--- src/rtl/regf_apb_bridge.sv ---
// APB4 slave front-end for a generated register file: checks each transfer,
// issues one mem_ena strobe per legal access and returns the regf response.
module regf_apb_bridge #(
  parameter int ADDRWIDTH = 13,
  parameter int DATAWIDTH = 32
) (
  input  logic                   main_clk_i,
  input  logic                   main_rst_an_i,
  input  logic                   apb_psel_i,
  input  logic                   apb_penable_i,
  input  logic                   apb_pwrite_i,
  input  logic [ADDRWIDTH+1:0]   apb_paddr_i,
  input  logic [DATAWIDTH-1:0]   apb_pwdata_i,
  input  logic [3:0]             apb_pstrb_i,
  output logic [DATAWIDTH-1:0]   apb_prdata_o,
  output logic                   apb_pready_o,
  output logic                   apb_pslverr_o,
  output logic                   mem_ena_o,
  output logic [ADDRWIDTH-1:0]   mem_addr_o,
  output logic                   mem_wena_o,
  output logic [DATAWIDTH-1:0]   mem_wdata_o,
  input  logic [DATAWIDTH-1:0]   mem_rdata_i,
  input  logic                   mem_err_i,
  output logic [2:0]             fsm_state_o
);

  // Handshake: a transfer is accepted only in IDLE on a setup phase
  // (psel & !penable); pready is a single-cycle pulse in DONE/ERR, with
  // prdata/pslverr valid only in that cycle. The mem side is a fire-and-forget
  // strobe: mem_ena for one cycle, response valid exactly one cycle later.

  typedef enum logic [2:0] {
    IDLE = 3'd0,
    REQ  = 3'd1,
    CAP  = 3'd2,
    DONE = 3'd3,
    ERR  = 3'd4
  } state_t;

  state_t                 state_q, state_d;
  logic [ADDRWIDTH-1:0]   addr_q;
  logic                   wena_q;
  logic [DATAWIDTH-1:0]   wdata_q;
  logic [DATAWIDTH-1:0]   rdata_q;
  logic                   err_q;
  logic                   setup;
  logic                   legal;

  assign setup = apb_psel_i & ~apb_penable_i;
  assign legal = (apb_paddr_i[1:0] == 2'b00) &
                 (~apb_pwrite_i | (apb_pstrb_i == 4'hF));

  always_ff @(posedge main_clk_i or negedge main_rst_an_i) begin
    if (!main_rst_an_i) begin
      state_q <= IDLE;
      addr_q  <= '0;
      wena_q  <= 1'b0;
      wdata_q <= '0;
      rdata_q <= '0;
      err_q   <= 1'b0;
    end else begin
      state_q <= state_d;
      if (state_q == IDLE && setup) begin
        addr_q  <= apb_paddr_i[ADDRWIDTH+1:2];
        wena_q  <= apb_pwrite_i;
        wdata_q <= apb_pwdata_i;
      end
      // Writes return zero read data; the regf error is kept for both.
      if (state_q == CAP) begin
        rdata_q <= wena_q ? '0 : mem_rdata_i;
        err_q   <= mem_err_i;
      end
    end
  end

  // Once launched, the access runs to DONE even if psel drops mid-flight.
  always_comb begin
    state_d = state_q;
    case (state_q)
      IDLE:    if (setup) state_d = legal ? REQ : ERR;
      REQ:     state_d = CAP;
      CAP:     state_d = DONE;
      DONE:    state_d = IDLE;
      ERR:     state_d = IDLE;
      default: state_d = IDLE;
    endcase
  end

  always_comb begin
    mem_ena_o     = 1'b0;
    mem_addr_o    = '0;
    mem_wena_o    = 1'b0;
    mem_wdata_o   = '0;
    apb_pready_o  = 1'b0;
    apb_pslverr_o = 1'b0;
    apb_prdata_o  = '0;
    case (state_q)
      REQ: begin
        mem_ena_o   = 1'b1;
        mem_addr_o  = addr_q;
        mem_wena_o  = wena_q;
        mem_wdata_o = wdata_q;
      end
      DONE: begin
        apb_pready_o  = 1'b1;
        apb_pslverr_o = err_q;
        apb_prdata_o  = rdata_q;
      end
      ERR: begin
        apb_pready_o  = 1'b1;
        apb_pslverr_o = 1'b1;
      end
      default: ;
    endcase
  end

  assign fsm_state_o = state_q;

endmodule

--- config.mk ---
export PLATFORM = sky130hd
export DESIGN_NAME = regf_apb_bridge
export DESIGN_NICKNAME = d
export VERILOG_FILES = /design/src/rtl/regf_apb_bridge.sv
export SDC_FILE = /design/constraint.sdc
export NUM_CORES = 1
export LEC_CHECK = 0
export ABC_AREA = 1
export CAP_MARGIN = 0
export CORE_ASPECT_RATIO = 0.7
export CORE_MARGIN = 2
export CORE_UTILIZATION = 38
export DETAILED_ROUTE_END_ITERATION = 16
export PLACE_DENSITY = 0.83
export SYNTH_ARGS = -nofsm -noshare
export SYNTH_HDL_FRONTEND = slang
export SYNTH_SLANG_ARGS = --single-unit
--- constraint.sdc ---
create_clock -name main_clk_i -period 1.1 [get_ports main_clk_i]
set_input_delay 0.165 -clock main_clk_i [delete_from_list [all_inputs] [get_ports main_clk_i]]
set_output_delay 0.165 -clock main_clk_i [all_outputs]
set_load 0.005 [all_outputs]
==> impl_results.md <==
- Status: finished, violations left
- Failing checks: negative setup slack
- Worst Path Required: around 0.94 ns
- DRC violations left: 0
- Max-cap violations: 0
- FP Rows: 30
- Drt via density: 4.81
- Crit-path max FO: 16
- Sequential-to-total area share from yosys stat: between 50% and 60%
- Clock power frac: roughly 17%
- #FFs+latches synth: 82
- Pre-CTS setup slack: -0.507 ns
- DRT Pass-1 Iters: 4
- Initial antenna violation count: 0
- Post-synthesis average cell area: between 7 and 8 sq um
- Fin crit share: 155%
- Number of routed nets with antenna violations: 0
- Hold Crit Class: in2reg
- Global-route wire length before repair: between 15,000 and 20,000 um
- Unrepaired setup endpoints after global routing: true
- Syn nets: ~600
- Sw Ratio: roughly 39%
- Multi-input gate area: 0.00189 sq mm
- Violation count after the first detailed-route iteration: 332
- CTS sink cnt: 82
- Final setup violation count: roughly 170
- Ys flop type: dfrtp_1
- Grt ovf: 0
- Inserted Clock Buffers: 9
- Hold WS: 0.372 ns
- Worst skew pair latency: 0.34 ns
- Max-slew headroom: 70.1%
- Internal power: between 10 and 15 mW
- Count leader, synth: inv_1
- CTS H-tree lvls: 3
- Routed wire length: 14,200 um
- Overall routing resource usage: 22.5%
- IO Port Bufs: approximately 170
- Power per standard cell area: between 2000 and 2500 mW/mm^2
- CP Launch Type: flip-flop
- Routability Congestion: between 0.7 and 0.8
- Vias in the first global route: about 3,800
- Top post-synthesis cells by count: inv_1, dfrtp_1, nor2_1, nand2_1, o21ai_0
- Clock buffer depth: 2
- Inserted Diodes: 0
- Drt wl/cell: 16.5 um
- Async S/R FF share, synth: 100%
- CP arrival: between 1.5 and 2 ns
- Dpl hpwl: ~7500 um
- Die Width: 124 um
- Clk pin slew, worst setup/hold paths: approximately 0.060 ns
- Number of distinct library cells after synthesis: 15
- Yosys warns: 0
- DP Cell Count: between 700 and 800
- Core Box Area: between 0.009 and 0.01 sq mm
- Post-Route Skew: 0.00750 ns
- Worst-Margin Slew: 0.448 ns
- Final std cells w/o fill: around 860
- Leakage: approximately 3.7 nW
- Synth top area cells: dfrtp_1, inv_1, nor2_1
- Post-synth EDFFs: 0
- Starting Density: 39.3%
- Final min period: between 1.5 and 2 ns
- Cell taking the most area after synthesis: dfrtp_1
- Die Height: 87.9 um
- Final hold violation count: 0
- Peak Freq: approximately 0.6 GHz
- Nets@finish: around 810
- Sequential share of power: roughly 29%
- Die area: between 0.01 and 0.015 sq mm
- CTS tree: yes
- Seq. cell area: 0.00205 sq mm
- Top cell type's share of synthesized area: 53.7%
- Layout filler cell count: approximately 630
- Psw: just over 7 mW
- Fin. max-slew vios: 0
- Pin count of the biggest net entering global routing: 83
- Logic pwr share: about 55%
- Cells after Synth: approximately 500
- Peak supply drop: between 1 and 1.5 mV
- # IOs: roughly 170
- CP Class: reg2out
- Cell Area, Synth: roughly 0.0038 sq mm
- Share of layout cells above drive strength 1: a little over two fifths
- Crit. End Element: output port
- Final setup margin: -0.604 ns
- CTS root buf: clkbuf_16
- Area Growth Syn to Fin: 93.5%
- DR vias: a little over 4,000
-- through the flow --
step | util [%] | cell area (sq um) | power [mW] | TNS (ns)
after floorplan | - | 3940 | 8.18 | -2.69
final | 76.0 | 7390 | 18.2 | -78.04
after CTS | 68.8 | 6690 | 16.2 | -77.73
after global routing | 76.0 | 7390 | 19.2 | -89.05
after detailed placement | 60.5 | 5880 | 10.7 | -60.57
after global placement | 60.5 | 5880 | 10.5 | -54.88
-- logic make-up after synthesis --
group | synth area share, %
simple gates | 18.4
buf+inv | 17.2
flops | 53.7
compound gates | 10.7
-- flip-flops by register name, indices dropped and copies added (netlist names) --
signal,flops
wena_q,1
err_q,1
rdata_q,32
addr_q,13
fsm_state_o,3
wdata_q,32
-- layer usage --
layer  vias to the layer above  part of all wire (%)  global-route usage, %
met5                         -                     0                      0
met4                         0                   1.5                   7.13
met3                        19                   5.1                   4.75
met2                       145                    52                   38.1
met1                      2027                    42                   29.2
li1                       1934                     -                      -
-- cell type report --
type | instances | share of cell area (%)
inverters | 132 | 6.77
clock inverters | 4 | 0.677
multi-input cells | 256 | 25.6
well taps | 128 | 2.17
flip-flops and latches | 82 | 27.8
repair buffers | 244 | 33.5
clock buffers | 12 | 3.47
-- critical path: stages (launching register included) --
cell     delay, ns
dfrtp_1       0.39
inv_2         0.10
buf_6         0.10
nand3_4       0.08
buf_4         0.16
buf_12        0.15
nor2_1        0.09
buf_2         0.12
-- power groups by stage --
| stage | clock [mW] | combinational, mW | sequential, mW |
|---|---|---|---|
| after floorplan | 0 | 3.34 | 4.84 |
| after global placement | 0 | 5.59 | 4.94 |
| after detailed placement | 0 | 5.75 | 5.00 |
| after CTS | 3.09 | 8.14 | 4.97 |
| after global routing | 3.24 | 10.6 | 5.35 |
| final | 3.05 | 9.94 | 5.24 |
-- final timing paths --
check                                         to             start  slack (ns)  cells after the start
worst max-delay path            apb_prdata_o[19]    fsm_state_o[2]       -0.60                      7
worst min-delay path                 wdata_q[17]  apb_pwdata_i[17]        0.37                      3
worst max register to register        rdata_q[0]    fsm_state_o[0]       -0.56                     10
worst min register to register       wdata_q[19]       wdata_q[19]        0.48                      2
max in group asynchronous         fsm_state_o[0]     main_rst_an_i        0.31                      3
min in group asynchronous            rdata_q[26]     main_rst_an_i        0.42                      3
-- cells in the final DEF, fill, tap and decap left out, drive strengths merged --
| cell type | instances |
|---|---|
| nand3 | 37 |
| clkdlybuf4s50 | 87 |
| buf | 148 |
| dfrtp | 82 |
| inv | 131 |
| bufbuf | 1 |
| dlygate4sd3 | 1 |
| clkinvlp | 2 |
| nor2 | 83 |
| nand2 | 54 |
| a21oi | 1 |
| o21ai | 81 |
| clkinv | 2 |
| bufinv | 1 |
| clkbuf | 19 |
-- what timing repair did --
action	CTS	global route
cloned	12	11
endpoints found under the hold margin	82	0
pin swaps	1	10
hold buffers	1	0
setup buffers	24	9
endpoints found under the setup margin	166	166
resized for setup	447	154
(Power assumes the default switching activity.)
==> RTL change: new RTL, config.mk and constraints unchanged <==
Reset style: synchronous (`main_rst_an_i`), changed in one clocked block.
--- a/src/rtl/regf_apb_bridge.sv
+++ b/src/rtl/regf_apb_bridge.sv
@@ -50,7 +50,7 @@
   assign legal = (apb_paddr_i[1:0] == 2'b00) &
                  (~apb_pwrite_i | (apb_pstrb_i == 4'hF));
 
-  always_ff @(posedge main_clk_i or negedge main_rst_an_i) begin
+  always_ff @(posedge main_clk_i) begin
     if (!main_rst_an_i) begin
       state_q <= IDLE;
       addr_q  <= '0;
Behaviour: differs if main_rst_an_i is asserted again (counterexample within 4 cycles, from zero or initial values and one cycle with main_rst_an_i low); with main_rst_an_i held inactive, the same outputs for 10 cycles.
==> RTL change against the unedited design <==
The run still ends with negative setup slack left. Global-route usage grew 1.2 points. Wire length grew 16%. Sequential cell count is the same. Clock skew grew 3.7 ps. Area after synthesis shrank 5.2%. Register-to-register slack gained 20 ps. Cell area grew 6.8%. Non-clock buffer count grew 17. Cell count grew 5.5%. Worst setup slack gained 60 ps. Via count grew 11%. Highest routed layer unchanged.
Power is not compared: it rests on default switching activity, and its combinational part moved more than twofold at a synthesized area within 25%.
==> RTL change: results (changes against the unedited design) <==
* Leak at 2.92 nW
* CP max FO at 7 (-9)
* Violated checks: negative setup slack
* Final WL at 16500 um (+16%)
* GP Congestion at 0.770 (+0.52%)
* Fraction of registers with async set/reset at 0 (-1.00)
* Largest net degree at the start of global routing at 34 (-59%)
* Via count of the first global-routing pass at 4135 (+10%)
* Relative slew slack at 0.623 (-0.0787)
* Root Buffer: clkbuf_16
* Clk_lat worst skew at 320 ps (-20 ps)
* Worst vdd ir at 0.850 mV
* Gr usage total at 0.237 (+0.0116)
* Worst setup slack after placement at -439 ps (+68.2 ps)
* Worst setup margin at -544 ps (+59.5 ps)
* TritonCTS Buffers at 9 (unchanged)
* IO Port Bufs at 172 (unchanged)
* Crit path DAT at 1880 ps (+340 ps)
* Fraction of layout cells with a size suffix above 1 at 0.529 (+0.0891)
* Yosys warns at 0 (unchanged)
* Outcome: complete, but fails checks
* Predominant post-synthesis flop cell: dfxtp_1
* Dpl hpwl at 7430 um (-0.50%)
* First-pass GRT wire length at 19600 um (+4.6%)
* Final setup vio count at 165 (-0.60%)
* Sequential share of the synthesized area at 0.453 (-0.0838)
* Cell Area, Placed at 5570 sq um (-5.2%)
* Biggest regs: rdata_q: 32 flops, wdata_q: 32 flops, addr_q: 13 flops
* Ranking of synthesized cells by area: dfxtp_1, nor2_1, inv_1
* 1st-iter DRT viols at 291 (-12%)
* Most frequent cells after synthesis: nor2_1, inv_1, dfxtp_1, nand2_1, nand3_1
* Clock-pin slew on the worst setup and hold paths at 60 ps (about the same)
* Max-Cap Viols at 0 (unchanged)
* Slowest stage cell, crit path: dfxtp_4
* HP Class: primary input to flip-flop
* Fin Clk Skew at 11.2 ps (+3.68 ps)
* Synth unique cells at 18 (+3)
* Initial antenna violation count at 0 (unchanged)
* Clk buf depth at 2 (unchanged)
* Vias per inst at 5.06 (+5.3%)
* DR pass1 iterations at 5 (+1)
* Final nets at 866 (+6.4%)
* H-tree depth at 3 (unchanged)
* Worst path max stage delay at 370 ps (-20 ps)
* Ant diodes at 0 (unchanged)
* Mapped Nets at 629 (+7.2%)
RTL change: cell type report:
cell class,count,area (sq um)
clock buffers,11,233
clock inverters,4,53.8
fillers,451,1250
inverters,87,357
multi-input cells,336,2720
flip-flops and latches,82,1650
well taps,124,155
repair buffers,261,2730
RTL change: what timing repair did:
item	in CTS	in global routing
cloned	10	13
endpoints found under the setup margin	164	166
gates resized for setup	291	434
pin swaps	10	78
hold endpoints to repair	0	0
buffers inserted	24	27
RTL change: through the flow:
step	setup TNS [ps]	instances
after global placement	-47720	824
after floorplan	-566	540
after global routing	-76570	905
after CTS	-70660	872
after detailed placement	-51400	824
final	-67900	905
RTL change: cells by family after synthesis:
group	share of synthesized area
AOI/OAI and AO/OA	0.119
buffers and inverters	0.151
DFF	0.453
and+or+nand+nor	0.277
RTL change: worst paths after layout:
kind                         from     endpoint  slack [ps]  cells after the start
setup / recovery   fsm_state_o[0]  wdata_q[15]        -540                      9
hold / removal    mem_rdata_i[13]  rdata_q[13]         430                      3
setup reg to reg   fsm_state_o[0]  wdata_q[15]        -540                      9
hold reg to reg        rdata_q[8]   rdata_q[8]         470                      2
RTL change: where the power goes:
| group | switching, W | leakage (nW) | internal (W) |
|---|---|---|---|
| clock network | 0.00115 | 0.132 | 0.00175 |
| logic | 0.000818 | 2.11 | 0.000843 |
| registers | 0.000113 | 0.671 | 0.00312 |
| total | 0.00209 | 2.92 | 0.00572 |
RTL change: metal layers:
layer / vias to the layer above / part of all wire / GRT usage
li1: 2129 / - / -
met1: 2181 / 0.39 / 0.292
met2: 233 / 0.51 / 0.413
met3: 40 / 0.066 / 0.0532
met4: 0 / 0.029 / 0.0751
met5: - / 0 / 0
RTL change: critical path, delay by kind of cell (launching register included):
family                 cells  cell delay [ps]
buffers and inverters      5              650
AND/OR/NAND/NOR            4              540
flip-flops                 1              370
